$ cat src/rtl/instr_fetch_unit.sv
// -----------------------------------------------------------------------------
// instr_fetch_unit
//
// Purpose:
//   Fetch stage in front of the execution unit. Walks the PC through instruction
//   memory over a single-outstanding req/ack read port. Two-word instructions
//   (AU-immediate, LDI, STI) are merged with their immediate into one entry.
//   Entries are buffered in a small FIFO and handed to the execution unit on a
//   valid/ready handshake.
//
// Ports:
//   clk, rst_n            clock (rising edge), asynchronous active-low reset
//   start, start_pc       1-cycle pulse: begin fetching at start_pc
//   pc_limit              fetch stops once the opcode-word PC >= pc_limit
//   redirect, redirect_pc 1-cycle pulse: flush FIFO and restart at redirect_pc
//   mem_rd_req/addr       read request / address (held until ack)
//   mem_rd_ack/data       read completion and data
//   ins_valid/ready       head-entry handshake towards the execution unit
//   ins_word/imm/two_word/pc  head-entry fields (0 when the FIFO is empty)
//   done                  DONE state, FIFO empty, no read outstanding
//
// Configuration:
//   IFU_PERF_EN  when defined, adds perf_insn_cnt (entries popped) and
//                perf_stall_cnt (ready but nothing valid while fetching);
//                both saturate at 16'hFFFF and clear on reset only.
// -----------------------------------------------------------------------------
module instr_fetch_unit #(
  parameter int               WORD_W     = 16,
  parameter int               ADDR_W     = 8,
  parameter int               OPC_W      = 4,
  parameter logic [OPC_W-1:0] LDI_OPC    = 4'h1,
  parameter logic [OPC_W-1:0] STI_OPC    = 4'h3,
  parameter int               FIFO_DEPTH = 4
) (
  input  logic              clk,
  input  logic              rst_n,
  input  logic              start,
  input  logic [ADDR_W-1:0] start_pc,
  input  logic [ADDR_W-1:0] pc_limit,
  input  logic              redirect,
  input  logic [ADDR_W-1:0] redirect_pc,
  output logic              mem_rd_req,
  output logic [ADDR_W-1:0] mem_rd_addr,
  input  logic              mem_rd_ack,
  input  logic [WORD_W-1:0] mem_rd_data,
  output logic              ins_valid,
  input  logic              ins_ready,
  output logic [WORD_W-1:0] ins_word,
  output logic [WORD_W-1:0] ins_imm,
  output logic              ins_two_word,
  output logic [ADDR_W-1:0] ins_pc,
`ifdef IFU_PERF_EN
  output logic [15:0]       perf_insn_cnt,
  output logic [15:0]       perf_stall_cnt,
`endif
  output logic              done
);

  localparam int PTR_W = (FIFO_DEPTH > 1) ? $clog2(FIFO_DEPTH) : 1;
  localparam int CNT_W = PTR_W + 1;
  localparam logic [CNT_W-1:0] FULL_CNT = CNT_W'(FIFO_DEPTH);

  typedef enum logic [1:0] {
    S_IDLE,
    S_FETCH_OP,
    S_FETCH_IMM,
    S_DONE
  } state_t;

  typedef struct packed {
    logic [WORD_W-1:0] word;
    logic [WORD_W-1:0] imm;
    logic              two_word;
    logic [ADDR_W-1:0] pc;
  } entry_t;

  // Control state
  state_t            r_state;
  logic [ADDR_W-1:0] r_pc;
  logic              r_req;
  logic [ADDR_W-1:0] r_addr;
  logic              r_drop;     // outstanding read belongs to a flushed stream
  logic [WORD_W-1:0] r_op_word;  // opcode word waiting for its immediate
  logic [ADDR_W-1:0] r_op_pc;

  // Entry FIFO
  entry_t            r_fifo [FIFO_DEPTH];
  logic [PTR_W-1:0]  r_wr_ptr;
  logic [PTR_W-1:0]  r_rd_ptr;
  logic [CNT_W-1:0]  r_count;

  // Next-state signals
  logic              w_busy;
  logic              w_flush;
  logic              w_launch;
  logic [ADDR_W-1:0] w_new_pc;
  logic              w_ack;
  logic              w_data_ok;
  logic [OPC_W-1:0]  w_rd_opc;
  logic              w_is_two;
  logic              w_push;
  logic              w_pop;
  entry_t            w_push_entry;
  logic [CNT_W-1:0]  w_count_nxt;
  logic [ADDR_W-1:0] w_pc_nxt;
  state_t            w_state_nxt;
  logic              w_port_free;
  logic              w_issue;
  entry_t            w_head;

  assign w_busy   = (r_state == S_FETCH_OP) || (r_state == S_FETCH_IMM);
  // A start while fetching is treated exactly like a redirect to start_pc.
  assign w_flush  = redirect | (start & w_busy);
  assign w_launch = start & ~w_busy & ~redirect;
  assign w_new_pc = redirect ? redirect_pc : start_pc;

  assign w_ack     = r_req & mem_rd_ack;
  // Returned data is only used when it belongs to the current stream.
  assign w_data_ok = w_ack & ~r_drop & ~w_flush & w_busy;
  assign w_rd_opc  = mem_rd_data[WORD_W-1 -: OPC_W];
  assign w_is_two  = (w_rd_opc[OPC_W-1] & w_rd_opc[0]) |
                     (w_rd_opc == LDI_OPC) | (w_rd_opc == STI_OPC);

  assign w_push = w_data_ok &
                  (((r_state == S_FETCH_OP) & ~w_is_two) | (r_state == S_FETCH_IMM));
  assign w_pop  = ins_valid & ins_ready & ~w_flush;

  // The port is free after this cycle if nothing is outstanding or the
  // outstanding read completes now (back-to-back issue is allowed).
  assign w_port_free = ~r_req | w_ack;

  // NOTE: every signal assigned in always_comb gets a default first, so no
  // path can leave it unassigned and infer a latch.
  always_comb begin
    w_push_entry = '0;
    w_count_nxt  = r_count;
    w_pc_nxt     = r_pc;
    w_state_nxt  = r_state;
    w_issue      = 1'b0;

    if (r_state == S_FETCH_IMM) begin
      w_push_entry = '{word: r_op_word, imm: mem_rd_data, two_word: 1'b1, pc: r_op_pc};
    end else begin
      w_push_entry = '{word: mem_rd_data, imm: '0, two_word: 1'b0, pc: r_pc};
    end

    if (w_flush) begin
      w_count_nxt = '0;
    end else begin
      w_count_nxt = r_count + CNT_W'(w_push) - CNT_W'(w_pop);
    end

    if (w_flush || w_launch) begin
      w_pc_nxt    = w_new_pc;
      w_state_nxt = S_FETCH_OP;
    end else begin
      if (w_data_ok) begin
        w_pc_nxt = r_pc + ADDR_W'(1);  // wraps at the top address
      end
      case (r_state)
        S_FETCH_OP:  if (w_data_ok && w_is_two) w_state_nxt = S_FETCH_IMM;
        S_FETCH_IMM: if (w_data_ok)             w_state_nxt = S_FETCH_OP;
        default:     w_state_nxt = r_state;
      endcase
      // Stop only at an opcode-word boundary with nothing in flight.
      if (w_state_nxt == S_FETCH_OP && w_port_free && w_pc_nxt >= pc_limit) begin
        w_state_nxt = S_DONE;
      end
    end

    // The immediate read ignores pc_limit; the FIFO must have room for the
    // entry this read will eventually complete.
    if (w_port_free && w_count_nxt < FULL_CNT) begin
      if (w_state_nxt == S_FETCH_IMM) begin
        w_issue = 1'b1;
      end else if (w_state_nxt == S_FETCH_OP && w_pc_nxt < pc_limit) begin
        w_issue = 1'b1;
      end
    end
  end

  // NOTE: sequential state uses non-blocking assignments so every register
  // samples the pre-edge values regardless of statement order.
  always_ff @(posedge clk or negedge rst_n) begin
    if (!rst_n) begin
      r_state   <= S_IDLE;
      r_pc      <= '0;
      r_req     <= 1'b0;
      r_addr    <= '0;
      r_drop    <= 1'b0;
      r_op_word <= '0;
      r_op_pc   <= '0;
    end else begin
      r_state <= w_state_nxt;
      r_pc    <= w_pc_nxt;

      if (w_issue) begin
        r_req  <= 1'b1;
        r_addr <= w_pc_nxt;
      end else if (w_ack) begin
        r_req  <= 1'b0;
      end

      // A flushed read is still allowed to complete; its data is discarded.
      if (w_flush && r_req && !mem_rd_ack) begin
        r_drop <= 1'b1;
      end else if (w_ack) begin
        r_drop <= 1'b0;
      end

      if (w_data_ok && r_state == S_FETCH_OP && w_is_two) begin
        r_op_word <= mem_rd_data;
        r_op_pc   <= r_pc;
      end
    end
  end

  // FIFO pointers and occupancy
  always_ff @(posedge clk or negedge rst_n) begin
    if (!rst_n) begin
      r_wr_ptr <= '0;
      r_rd_ptr <= '0;
      r_count  <= '0;
    end else begin
      if (w_flush) begin
        r_wr_ptr <= '0;
        r_rd_ptr <= '0;
      end else begin
        if (w_push) r_wr_ptr <= r_wr_ptr + PTR_W'(1);
        if (w_pop)  r_rd_ptr <= r_rd_ptr + PTR_W'(1);
      end
      r_count <= w_count_nxt;
    end
  end

  // NOTE: FIFO storage has no reset; the outputs are masked by ins_valid, so
  // stale contents are never observed and the array stays plain RAM.
  always_ff @(posedge clk) begin
    if (w_push) begin
      r_fifo[r_wr_ptr] <= w_push_entry;
    end
  end

  assign w_head       = r_fifo[r_rd_ptr];
  assign ins_valid    = (r_count != '0);
  assign ins_word     = ins_valid ? w_head.word     : '0;
  assign ins_imm      = ins_valid ? w_head.imm      : '0;
  assign ins_two_word = ins_valid ? w_head.two_word : 1'b0;
  assign ins_pc       = ins_valid ? w_head.pc       : '0;

  assign mem_rd_req  = r_req;
  assign mem_rd_addr = r_addr;
  assign done        = (r_state == S_DONE) && !ins_valid && !r_req;

`ifdef IFU_PERF_EN
  always_ff @(posedge clk or negedge rst_n) begin
    if (!rst_n) begin
      perf_insn_cnt  <= '0;
      perf_stall_cnt <= '0;
    end else begin
      if (w_pop && perf_insn_cnt != 16'hFFFF) begin
        perf_insn_cnt <= perf_insn_cnt + 16'd1;
      end
      if (ins_ready && !ins_valid && w_busy && perf_stall_cnt != 16'hFFFF) begin
        perf_stall_cnt <= perf_stall_cnt + 16'd1;
      end
    end
  end
`endif

endmodule

$ cat config.mk
export PLATFORM = sky130hd
export DESIGN_NAME = instr_fetch_unit
export DESIGN_NICKNAME = d
export VERILOG_FILES = /design/src/rtl/instr_fetch_unit.sv
export SDC_FILE = /design/constraint.sdc
export NUM_CORES = 1
export LEC_CHECK = 0
export CAP_MARGIN = 20
export CORE_ASPECT_RATIO = 1.2
export CORE_MARGIN = 2
export CORE_UTILIZATION = 45
export DETAILED_ROUTE_END_ITERATION = 7
export PLACE_DENSITY = 0.69
export SLEW_MARGIN = 15
export SYNTH_ARGS = -nofsm -noshare
export SYNTH_HDL_FRONTEND = slang
export SYNTH_SLANG_ARGS = --single-unit
$ cat constraint.sdc
create_clock -name clk -period 5.28 [get_ports clk]
set_input_delay 1.056 -clock clk [delete_from_list [all_inputs] [get_ports clk]]
set_output_delay 1.056 -clock clk [all_outputs]
set_load 0.01 [all_outputs]
Word-level counts from Yosys, hierarchy flattened
Memories as Yosys holds them, arrays and structs flattened.
Cells that the tools add are included.
W data, S select, Z words.

word-level totals
  register bits after elaboration = 51
  memory bits (writable) = 164
  input bits = 46
  output and inout bits = 52
  logic and storage cells = 99
  memories kept = 1

operators by class
  add/sub/neg operators = 5
  magnitude comparators = 3
  equal/unequal tests = 8
  multiplexer cells = 28
  bitwise operators = 23
  reduce and logical (&&, ||, !) cells = 21

memory list
  name    words  width  read ports  clocked after memory_dff  wr ports  line  RTL
  r_fifo  4      41     1           0                         1         87    entry_t r_fifo [FIFO_DEPTH];

operator list
  operator               number
  $mux W41               1
  $mux W8                5
  $mux W16               2
  $mux W2                9
  $and A1 B1 Y1          12
  $logic_and A1 B1 Y1    11
  $mux W1                9
  $add A8 B1 Y8 const B  1
  $ge A8 B8 Y1           1
  $lt A8 B8 Y1           1
  $reduce_bool A2 Y1     4
  $eq A2 B1 Y1 const B   3
  $eq A2 B2 Y1 const B   3
  $not A1 Y1             6
  $or A1 B1 Y1           5
  $add A2 B1 Y2 const B  2
  $eq A4 B1 Y1 const B   1
  $eq A4 B2 Y1 const B   1
  $pmux W2 S2            1
  $add A3 B1 Y3          1
  $logic_not A1 Y1       3
  $lt A3 B3 Y1 const B   1
  $mux W3                1
  $reduce_bool A3 Y1     1
  other kinds (2)        3

Longest topological paths before layout
  depth after elaboration = 22
  gate-level depth with buffers = 18
  mapped depth without buffers = 16

Worst setup path before layout
No wires, ideal clock.

  path kind = input to register
  from = input redirect
  to = register r_addr[0], in the netlist mem_rd_addr[0]
  setup time = 125 ps
  arrival time = 3869 ps
  required time = 5155 ps
  path slack = 1286 ps
  stages on the path = 14
  path buffers = 2
  cell sequence = buf_2 > or2_1 > nor4_1 > xor2_1 > mux2i_1 > o21ai_0 > ha_1 > a21o_1 > a21oi_1 > o221ai_1 > a211oi_1 > o221a_1 > buf_6 > mux2_4

on the way
  elaborated cells on any way between the ends = 36
  those cells by class = add/sub: 2; order compare: 3; eq/ne: 3; mux: 14; bitwise: 8; reduce/logical: 6

RTL lines
  item                        line  RTL
  start: declaration          40    input logic redirect,
  $or A1 B1 Y1                113   assign w_flush = redirect | (start & w_busy);
  $not A1 Y1                  119   assign w_data_ok = w_ack & ~r_drop & ~w_flush & w_busy;
  $and A1 B1 Y1 (2 in a row)  119
  $mux W8                     157   if (w_data_ok) begin
  $mux W8                     153   if (w_flush || w_launch) begin
  $mux W8 (*)                 153
  net w_pc_nxt[5]             105   logic [ADDR_W-1:0] w_pc_nxt;
  $lt A8 B8 Y1 (*)            176   end else if (w_state_nxt == S_FETCH_OP && w_pc_nxt < pc_limit) begin
  $logic_and A1 B1 Y1 (*)     176
  $mux W1 (*)                 176
  $mux W1 (*)                 174   if (w_state_nxt == S_FETCH_IMM) begin
  $mux W1 (*)                 173   if (w_port_free && w_count_nxt < FULL_CNT) begin
  end signal: assignment      199   r_addr <= w_pc_nxt;
  end: declaration            81    logic [ADDR_W-1:0] r_addr;

The timed path passes the listed nets; every way through them passes the cells marked *. The select of a mux whose other input is x is not followed.
A chain may end at the register's enable or synchronous reset.

Worst setup path in the final report
  from = input start
  to = register r_addr[3], in the netlist mem_rd_addr[3]

on the way
  elaborated cells on any way between the ends = 36
  those cells by class = add/sub: 2; order compare: 3; eq/ne: 3; mux: 13; bitwise: 9; reduce/logical: 6

RTL lines
  item                        line  RTL
  start: declaration          37    input logic start,
  $and A1 B1 Y1               113
  $or A1 B1 Y1                113
  $not A1 Y1                  119
  $and A1 B1 Y1 (2 in a row)  119
  $mux W8                     157
  $mux W8                     153
  $mux W8 (*)                 153
  net w_pc_nxt[5]             105
  $lt A8 B8 Y1 (*)            176
  $logic_and A1 B1 Y1 (*)     176
  $mux W1 (*)                 176
  $mux W1 (*)                 174
  $mux W1 (*)                 173

Marked as above.

==> impl_results.md <==
* Status: completed
* CP Max Fanout at 9
* Post-Syn Nets at 638
* Achievable Freq at 227.5 MHz
* Post-layout power at 3966 uW
* Setup_tns at 0 ps
* Critical path arrival at 4770 ps
* Net count, final at 745
* TritonCTS clock tree: built
* Post_cts resized at 0
* Final WL at 19,270 um
* Routability cong. at 0.8368
* Area of the multi-input gates at 3060 sq um
* Deepest clock path buffer count at 3
* Period utilisation layout at 0.8324
* Fin util at 0.5500
* Tmin final at 4395 ps
* Mapped Cells at 566
* Drt initial violations at 285
* Final std cells w/o fill at 957
* Ant diodes at 0
* Most common library cells after synthesis: edfxtp_1, and2_1, dfrtp_1, mux2_2, mux4_2
* PD cells at 346.2 nW/um^2
* H-tree lvl count at 1
* Critical path launch point: start
* Detailed-route wire length per cell at 20.13 um
* Setup crit end kind: flop
* Detailed-route via count at 5,242
* P_int at 3087 uW
* EDFF count, synth at 164
* DRC at 0
* R2R Setup Slk at 1100 ps
* Number of cells on the worst reg-to-reg path at 17
* Core area at 20,830 sq um
* Worst setup margin at 884.9 ps
* Area contributors post-synth: edfxtp_1, dfrtp_1, mux4_2, mux2_2, and2_1
* Worst hold path startpoint: r_op_word[12]
* Async set-reset flop share out of synthesis at 0.2372
* Clock slew at reported path FFs at 60 ps
* Number of post-CTS setup repair buffers at 0
* Worst slack, placed at 373.5 ps
* Worst Hold Class: reg2reg
* Setup violations, final at 0
* Sw frac at 0.2218
* Layout cells sized above 1 at 0.2271
* Logic pwr share at 0.126
* Initial antenna violation count at 0
* First-pass GRT wire length at 30,300 um
* Die height at 162.9 um
* Hold Fails Final Rpt at 0
* Num CTS Buffers at 22
* Sequential power share at 0.511
* RR Endpoint: mem_rd_addr[3]
* Main synth FF type: edfxtp_1
* Netlist cell types at 55
* Max-cap viol count at 0
* Slew @ Worst Pin at 735.4 ps
* Die Area at 22,230 sq um
* Largest net degree at the start of global routing at 52
* Max-slew headroom at 0.5097
* Switching power at 879.7 uW
* Worst vdd ir at 0.0002546 V
* FF-to-FF Start: r_state[0]
* Die Width at 136.4 um
* Clock Sinks at 215
* Via/cell ratio at 5.478
* Post-DRT Antenna Nets at 0
* Ports at 98
* Fillers at 1,626
* Critical path class: in2reg
* Syn avg cell area at 16.73 sq um
* Vias in the first global route at 5,634
* Share of the synthesized area in the top cell type at 0.5200
* Root Driver: clkbuf_16
* Hpwl dp at 11,960 um
* Post-CTS Hold Fix Bufs at 0
* Fin. max-slew vios at 0
* Clock power frac at 0.363
* Placed Cells at 918
* CP required at 5660 ps
* Largest area contributor in the netlist: edfxtp_1
* Site Rows at 58
* Termination of the worst setup path: mem_rd_addr[3]
* Mapped Area at 9470 sq um
* Flops & latches, synth at 215
* Gr ovfl total at 0
* Ys Warns at 0
* Setup crit start kind: primary input
* Lkg Pwr at 0.004170 uW
* Sequential area share after synthesis at 0.6548
* RSZ-0062 raised after global routing: no
* Count leader, synth: edfxtp_1
* Syn-to-layout area delta at 20.97%
* Reg area at 6203 sq um
* First-pass iteration count of the detailed router at 4
* Port bufs at 97
* Total track usage at 0.1787
* Worst Skew at 5.733 ps
* Initial Util at 0.4547
* Clk Latency, worst-skew pair at 490 ps
-- worst max-delay path, cell delays in order --
cell	delay, ps
clkdlybuf4s50_1	470
or2_1	340
nor4_1	430
xor2_1	250
mux2i_1	90
o21ai_0	300
ha_1	320
a21o_1	180
a21oi_1	150
o221ai_1	180
a211oi_1	260
o221a_1	220
buf_4	210
mux2_4	320
-- logic make-up after synthesis --
kind of cell | count (synthesis) | share of synthesized area
flip-flops | 215 | 0.6548
AND/OR/NAND/NOR | 124 | 0.07835
multiplexers | 103 | 0.1735
buffers and inverters | 52 | 0.02286
AO/OA/AOI/OAI | 35 | 0.02524
adder cells (fa/ha/maj) | 26 | 0.03514
XOR/XNOR | 11 | 0.01017
-- power by group through the flow --
| stage | logic (uW) | clock network, uW | registers [uW] |
|---|---|---|---|
| 2_1_floorplan | 297 | 0 | 2050 |
| 3_3_place_gp | 488 | 0 | 2050 |
| 3_5_place_dp | 501 | 0 | 2060 |
| 4_1_cts | 505 | 1470 | 2030 |
| 5_1_grt | 542 | 1540 | 2040 |
| 6_report | 499 | 1440 | 2030 |
-- through the flow --
stage	instance area (sq um)	hold WS, ps
floorplan	9470	433.4
finish	11460	466.5
global route	11460	489.9
CTS	11440	465.2
detailed placement	10770	457.2
global placement	10770	447.1
-- cell usage in the layout (no fill, tap or decap), types with 2 or more instances in the layout --
cell | netlist | final
mux2i_1 | 7 | 7
nand3_1 | 7 | 7
nor4_1 | 3 | 3
a21oi_1 | 8 | 8
xnor2_1 | 6 | 6
inv_1 | 24 | 24
dfrtp_2 | 0 | 2
buf_12 | 0 | 2
o21ai_1 | 4 | 4
xor2_1 | 5 | 5
dfrtp_1 | 51 | 49
mux4_2 | 41 | 41
clkbuf_1 | 18 | 7
ha_1 | 25 | 24
or3_1 | 2 | 2
clkdlybuf4s50_1 | 0 | 96
nand2_1 | 14 | 14
nor2_1 | 13 | 13
a21oi_2 | 2 | 2
clkinv_2 | 0 | 4
nand4_1 | 4 | 4
or2_1 | 3 | 3
clkinv_1 | 0 | 2
clkbuf_16 | 0 | 23
o31ai_1 | 2 | 2
and2_2 | 0 | 4
a21o_1 | 3 | 3
edfxtp_1 | 164 | 164
and2_1 | 62 | 58
nand2b_1 | 3 | 3
and4bb_1 | 2 | 2
buf_4 | 0 | 12
mux2_4 | 8 | 8
o21ai_0 | 4 | 4
mux2_2 | 46 | 46
-- worst min path at each step --
stage	endpoint	slack, ps	cells after the start
after floorplan	r_op_word[12]	430	1
after global placement	r_op_word[12]	450	1
after detailed placement	r_op_word[12]	460	1
after CTS	r_op_word[12]	470	1
after global routing	r_op_word[12]	490	1
final	r_op_word[12]	470	1
-- state kept, by name, summed over array words and instances, names as in the netlist, 3 cells and up --
signal       cells
r_fifo         164
mem_rd_addr      8
r_op_word       16
r_pc             8
r_count          3
r_op_pc          8
-- area by class of cell --
cell class | instances | share of cell area
inverter | 24 | 0.007864
clock buffer | 30 | 0.05253
tap | 270 | 0.02949
timing repair buffer | 111 | 0.09567
sequential | 215 | 0.5415
multi-input combinational | 299 | 0.2671
clock inverter | 8 | 0.005789
-- per-layer routing --
layer  track usage  share of wire
met1        0.2358           0.43
met2        0.3127           0.51
met3       0.02552          0.043
met4       0.04309          0.013
met5             0              0
(Power assumes the default switching activity.)
